## src/rtl/cpu_dm_axi_bridge.sv

```systemverilog
// CPU data-memory port to AXI4-Lite master bridge.
// Runs one single-word load (AR/R) or store (AW/W/B) at a time and stalls the CPU until it completes.
module cpu_dm_axi_bridge #(
  parameter int ADDR_W = 32,
  parameter int DATA_W = 32
) (
  input  logic              clk,
  input  logic              rst,
  input  logic              DM_WEB,
  input  logic              DM_write,
  input  logic [3:0]        DM_BWEB,
  input  logic [ADDR_W-1:0] DM_addr,
  input  logic [DATA_W-1:0] DM_DI,
  input  logic              IM_stall,
  output logic [DATA_W-1:0] DM_DO,
  output logic              DM_stall,
  output logic              bus_err,
  output logic [ADDR_W-1:0] ARADDR,
  output logic              ARVALID,
  input  logic              ARREADY,
  input  logic [DATA_W-1:0] RDATA,
  input  logic [1:0]        RRESP,
  input  logic              RVALID,
  output logic              RREADY,
  output logic [ADDR_W-1:0] AWADDR,
  output logic              AWVALID,
  input  logic              AWREADY,
  output logic [DATA_W-1:0] WDATA,
  output logic [3:0]        WSTRB,
  output logic              WVALID,
  input  logic              WREADY,
  input  logic [1:0]        BRESP,
  input  logic              BVALID,
  output logic              BREADY
);

  typedef enum logic [2:0] {IDLE, RD_A, RD_D, WR, WR_B, DONE} state_t;

  state_t            state, state_nx;
  logic              req;
  logic              aw_done, w_done;
  logic              aw_hs, w_hs, aw_fin, w_fin;
  logic [ADDR_W-1:0] addr_q;
  logic [DATA_W-1:0] data_q;
  logic [3:0]        strb_q;

  assign req = DM_write | DM_WEB;

  // Every handshake signal is decoded from registered state, so VALIDs and payloads stay stable
  assign ARVALID = (state == RD_A);
  assign RREADY  = (state == RD_D);
  assign AWVALID = (state == WR) && !aw_done;
  assign WVALID  = (state == WR) && !w_done;
  assign BREADY  = (state == WR_B);
  assign ARADDR  = addr_q;
  assign AWADDR  = addr_q;
  assign WDATA   = data_q;
  assign WSTRB   = strb_q;

  assign aw_hs  = AWVALID & AWREADY;
  assign w_hs   = WVALID & WREADY;
  assign aw_fin = aw_done | aw_hs;
  assign w_fin  = w_done | w_hs;

  // Held low during reset so an aborted access never looks like a pending one
  assign DM_stall = req & (state != DONE) & ~rst;

  always_ff @(posedge clk or posedge rst) begin
    if (rst) state <= IDLE;
    else     state <= state_nx;
  end

  always_comb begin
    state_nx = state;
    case (state)
      IDLE: if (req) state_nx = DM_write ? WR : RD_A;
      RD_A: if (ARREADY) state_nx = RD_D;
      RD_D: if (RVALID) state_nx = DONE;
      WR:   if (aw_fin && w_fin) state_nx = WR_B;
      WR_B: if (BVALID) state_nx = DONE;
      DONE: if (!IM_stall) state_nx = IDLE;
      default: state_nx = IDLE;
    endcase
  end

  // Request latch, per-channel write completion flags, load data and sticky error
  always_ff @(posedge clk or posedge rst) begin
    if (rst) begin
      addr_q  <= '0;
      data_q  <= '0;
      strb_q  <= '0;
      aw_done <= 1'b0;
      w_done  <= 1'b0;
      DM_DO   <= '0;
      bus_err <= 1'b0;
    end else begin
      case (state)
        IDLE: begin
          aw_done <= 1'b0;
          w_done  <= 1'b0;
          if (req) begin
            addr_q <= DM_addr;
            data_q <= DM_DI;
            strb_q <= ~DM_BWEB;
          end
        end
        WR: begin
          aw_done <= aw_fin;
          w_done  <= w_fin;
        end
        RD_D: if (RVALID) begin
          DM_DO <= RDATA;
          if (RRESP != 2'b00) bus_err <= 1'b1;
        end
        WR_B: if (BVALID && BRESP != 2'b00) bus_err <= 1'b1;
        default: ;
      endcase
    end
  end

endmodule

```

## config.mk

```make
export PLATFORM = sky130hd
export DESIGN_NAME = cpu_dm_axi_bridge
export DESIGN_NICKNAME = d
export VERILOG_FILES = /design/src/rtl/cpu_dm_axi_bridge.sv
export SDC_FILE = /design/constraint.sdc
export NUM_CORES = 1
export LEC_CHECK = 0
export BUFFER_PORTS_ARGS = -buffer_cell sky130_fd_sc_hd__buf_2
export CORE_MARGIN = 1.5
export CORE_UTILIZATION = 47
export DETAILED_ROUTE_END_ITERATION = 8
export PLACE_DENSITY = 0.85
export RECOVER_POWER = 50
export SYNTH_ARGS = -nofsm -noshare
export SYNTH_HDL_FRONTEND = slang
export SYNTH_SLANG_ARGS = --single-unit
```

## constraint.sdc

```tcl
create_clock -name clk -period 6.3 [get_ports clk]
set_input_delay 1.26 -clock clk [delete_from_list [all_inputs] [get_ports clk]]
set_output_delay 1.26 -clock clk [all_outputs]
set_load 0.005 [all_outputs]
```

* Yosys cells after proc, flatten, opt, wreduce, memory -nomap -nowiden *
Index checks and enable logic that the tools add are counted.

word-level totals
  register bits = 106
  logic and storage cells = 60

cells by class
  eq/ne operators = 14
  mux-type cells = 14
  bitwise gates (word level) = 9
  reduce and logical (&&, ||, !) cells = 15

operator list
  operator            count
  $mux 3              6
  $pmux 3 s6          1
  $ne 2x1->1 const B  4
  $ne 2x2->1 const B  4
  $reduce_bool 2->1   4
  $eq 3x2->1 const B  2
  $eq 3x3->1 const B  2
  $pmux 1 s2          3
  $reduce_and 6->1    1
  $and 1x1->1         4
  $logic_and 1x1->1   4
  $not 4->4           1
  $reduce_and 2->1    2
  $reduce_and 4->1    1
  $eq 3x1->1 const B  1
  $logic_not 3->1     1
  $mux 1              3
  $ne 3x3->1 const B  1
  $or 1x1->1          3
  $logic_not 1->1     2
  $mux 2              1
  $not 1->1           1

* Depth between registers and ports, before layout *
  depth in word-level cells = 7
  depth in mapped cells = 6
  mapped depth without buffers = 3

* Least setup slack after synthesis *
No wires, ideal clock.

  kind = in2out
  start point = input DM_write
  end point = output DM_stall
  arrival time = 1556 ps
  setup slack = 3484 ps
  stages = 2
  cells stage by stage = nor2_1 -> a311oi_1

between the ends
  word-level cells in the longest chain between the ends = 3

RTL lines
  item                       line  RTL
  start, declared            10    input logic DM_write,
  $or 1x1->1                 47    assign req = DM_write | DM_WEB;
  $and 1x1->1 (2 in series)  66    assign DM_stall = req & (state != DONE) & ~rst;
  end, declared              16    output logic DM_stall,

No other way between the ends.

* Worst setup path after layout *
Same ends and word-level chain as after synthesis.

==> impl_metrics.py <==
metrics = {
    "power_and_ir_drop": {
        "largest_vdd_supply_drop_mv": 0.253,
        "design_power_total_mw": 2.83,
        "power_density_over_cell_area_nw_per_um2": 500,
        "leakage_nw": 2.76,
    },
    "synthesis": {
        "synth_area_leader_cell": "dfrtp_1",
        "synthesis.instances": 306,
        "portion_of_synthesized_cell_area_occupied_by_the_leading_cell_type_pct": 60.1,
        "number_of_unique_standard_cell_types_used_by_synthesis": 31,
        "synth_seq_area_share_pct": 60.1,
        "synth.ff_latch_count": 106,
        "synthesis.nets": 420,
        "netlist_top_cells_area": "dfrtp_1 60%, mux2_2 20%, buf_4 5.6%, mux2_1 4.1%, buf_2 1.1%",
        "synth-warning-count": 0,
        "post_synth.cell_area_avg_sq_um": 14.4,
        "syn-cell-area_sq_um": 4410,
    },
    "global_routing": {
        "number_of_global_route_vias_before_repair": 3137,
        "grt.total_usage_pct": 19.0,
        "gr-total-overflow": 0,
        "grt_antenna_before_repair": 0,
        "wire_length_of_the_first_global_routing_pass_mm": 14.9,
        "grt_max_degree": 69,
    },
    "place": {
        "gpl.final_weighted_congestion": 0.787,
        "place_worst_setup_slack_ns": 3.17,
        "post_dp_cell_area_sq_um": 5510,
        "hpwl_mm": 7.54,
        "dp_cells": 625,
        "place.port_buffers": 252,
    },
    "run_status": {
        "outcome": "complete, but fails checks",
        "violated_checks": "max-capacitance violations, max-slew violations",
    },
    "timing": {
        "min_period_over_period_pct": 50.0,
        "setup_violations": 0,
        "worst_slew_margin_rel_pct": -47.7,
        "finalWorstSetupSlack_ns": 3.15,
        "setup_total_negative_slack_ns": 0,
        "timing.final.max_slew_violations": 85,
        "finalCriticalPeriod_ns": 3.15,
        "rsz0062_at_grt": "false",
        "timing_worst_slew_pin_value_ns": 2.20,
        "skew_ns": 0.0209,
        "final-hold-violation-count": 0,
        "maxClockFrequency_mhz": 317,
    },
    "drt": {
        "routed_wl_mm": 9.92,
        "drtPass1Iterations": 5,
        "dr_total_vias": 3152,
        "route.antenna.remaining_nets": 0,
        "wl_per_cell_um": 15.5,
        "drcViolationCount": 0,
        "drt_iter0_markers": 96,
        "avgViaCountPerCell": 4.92,
    },
    "hold_path": {
        "timing.hold.worst.class": "flop to flop",
    },
    "critical_path": {
        "crit_path_cell_trace": "buf_2, nor2_1, a311oi_1, buf_2",
        "criticalPathCategory": "input pin to output port",
        "cp_slowest_cell": "nor2_1",
        "timing.critical_path.arrival_ns": 1.89,
        "cp_data_required_time_ns": 5.04,
        "critical_path.startpoint": "DM_write",
        "setup.reg_to_reg.worst_slack_ns": 3.65,
        "timing.rr.end": "DM_DO[21]",
        "r2r-start": "state[2]",
        "critPathCaptureType": "output port",
        "critical_path.most_common_cell": "buf_2",
        "cp_launch_type": "input pin",
        "timing.critical_path.fanout_max": 3,
        "critPathMaxStageDelay_ns": 0.25,
        "worstSetupEndpoint": "DM_stall",
        "r2r_cell_count": 4,
    },
    "clocking": {
        "tritoncts_num_sinks": 106,
        "cts-htree-levels": 3,
        "tritoncts.num_buffers": 9,
        "ctsHoldBuffers": 0,
        "post-cts-setup-buffers": 0,
        "tritoncts": "yes",
        "clkLatencyLatePin_ns": 0.36,
        "clk_path_buf_depth": 2,
        "clk_pin_slew_worst_paths_ns": 0.10,
        "clockRootBuffer": "clkbuf_8",
        "cts_repair_resize_count": 0,
    },
    "die": {
        "die_w_um": 99.9,
        "die_y_um": 99.9,
        "placeable_core_region_sq_um": 9150,
        "cell_rows": 35,
        "floorplan.die_area_sq_um": 9980,
        "start_util_pct": 48.2,
        "ioPinCount": 253,
    },
    "finish": {
        "post-route-cell-area_sq_um": 5660,
        "fin_cells": 641,
        "drive_gt1_share_pct": 57.7,
        "nets": 639,
        "syn2layout_area_growth_pct": 28.2,
        "antenna_cells": 0,
        "fill_cells": 759,
    },
    "job": {
        "max_cap_violations": 2,
    },
}
-- report_power, final --
part           total (mW)  internal, mW  switching [mW]
clock               0.432         0.192           0.240
sequential           1.26          1.03           0.230
combinational        1.14         0.651           0.491
total                2.83          1.87           0.961
-- cells in the mapped netlist --
cell and instances:
a2111oi_0 1, a21o_1 1, a21oi_1 3, a311oi_1 2
and4b_1 1, buf_1 1, buf_2 10, buf_4 33
buf_6 2, clkbuf_1 1, dfrtp_1 106, inv_1 8
mux2_1 16, mux2_2 80, mux2i_1 5, nand2_1 6
nand2b_1 2, nand3b_1 1, nor2_1 8, nor2b_1 2
nor3_1 1, nor3_4 1, nor4b_1 3, o21ai_0 2
o21bai_1 1, o221ai_1 1, o22ai_1 2, o31ai_1 1
o32a_1 1, or2_1 1, or3_1 3
-- worst min path at each step --
| stage | startpoint | end | slack (ns) | depth (start not counted) |
|---|---|---|---|---|
| 2_1_floorplan | bus_err | bus_err | 0.47 | 1 |
| 3_3_place_gp | bus_err | bus_err | 0.46 | 1 |
| 3_5_place_dp | bus_err | bus_err | 0.47 | 1 |
| 4_1_cts | bus_err | bus_err | 0.49 | 1 |
| 5_1_grt | WDATA[2] | WDATA[2] | 0.52 | 1 |
| 6_report | bus_err | bus_err | 0.49 | 1 |
-- metal layers --
metal  track usage [%]  routed length (um)
met1              21.5                3840
met2              34.7                5260
met3              5.29                 745
met4              5.63                  78
met5                 0                   0
-- cell usage in the layout, fill, tap and decap left out, types with 2 or more instances in the layout --
cell type	synthesis	routed
mux2_1	16	16
mux2_2	80	80
a21oi_1	3	3
mux2i_1	5	5
nand2b_1	2	2
nor4b_1	3	3
nand2_1	6	6
clkinv_4	0	2
buf_1	1	4
nor2b_1	2	2
clkbuf_1	1	44
dfrtp_1	106	106
nor2_1	8	7
inv_1	8	7
clkbuf_8	0	9
o22ai_1	2	2
or3_1	3	3
a311oi_1	2	2
buf_2	10	205
o21ai_0	2	2
buf_4	33	2
inv_8	0	2
-- cell type report --
type                       count  area (sq um)  share of cell area [%]
sequential                   106          2650                    46.9
tap                          111           139                    2.45
timing repair buffer         255          1220                    21.6
clock inverter                 7          83.8                    1.48
multi-input combinational    145          1410                    24.9
inverter                       8          31.3                   0.553
clock buffer                   9           124                    2.19
-- sequential cells by signal (all words and copies together), names as in the netlist --
register	cells
state	3
aw_done	1
DM_DO	32
WSTRB	4
bus_err	1
ARADDR	32
w_done	1
WDATA	32
-- per-stage QoR --
stage	util, %	hold WS (ns)
finish	61.8	0.490
global route	61.8	0.519
CTS	62.5	0.492
detailed placement	60.2	0.468
global placement	60.2	0.457
floorplan	-	0.468
-- cell families (layout without fill, tap and decap cells) --
group | after synthesis | after routing | share of synthesized area (%)
DFF | 106 | 106 | 60.1
muxes | 101 | 101 | 25.6
buffers and inverters | 55 | 279 | 8.11
and+or+nand+nor | 29 | 29 | 3.80
AOI/OAI and AO/OA | 15 | 15 | 2.38
-- critical path, delay by kind of cell --
family / cells / cell delay (ns)
and+or+nand+nor: 1 / 0.25
buffers and inverters: 2 / 0.29
AOI/OAI and AO/OA: 1 / 0.09
No activity file was read; power rests on OpenSTA's default activity.
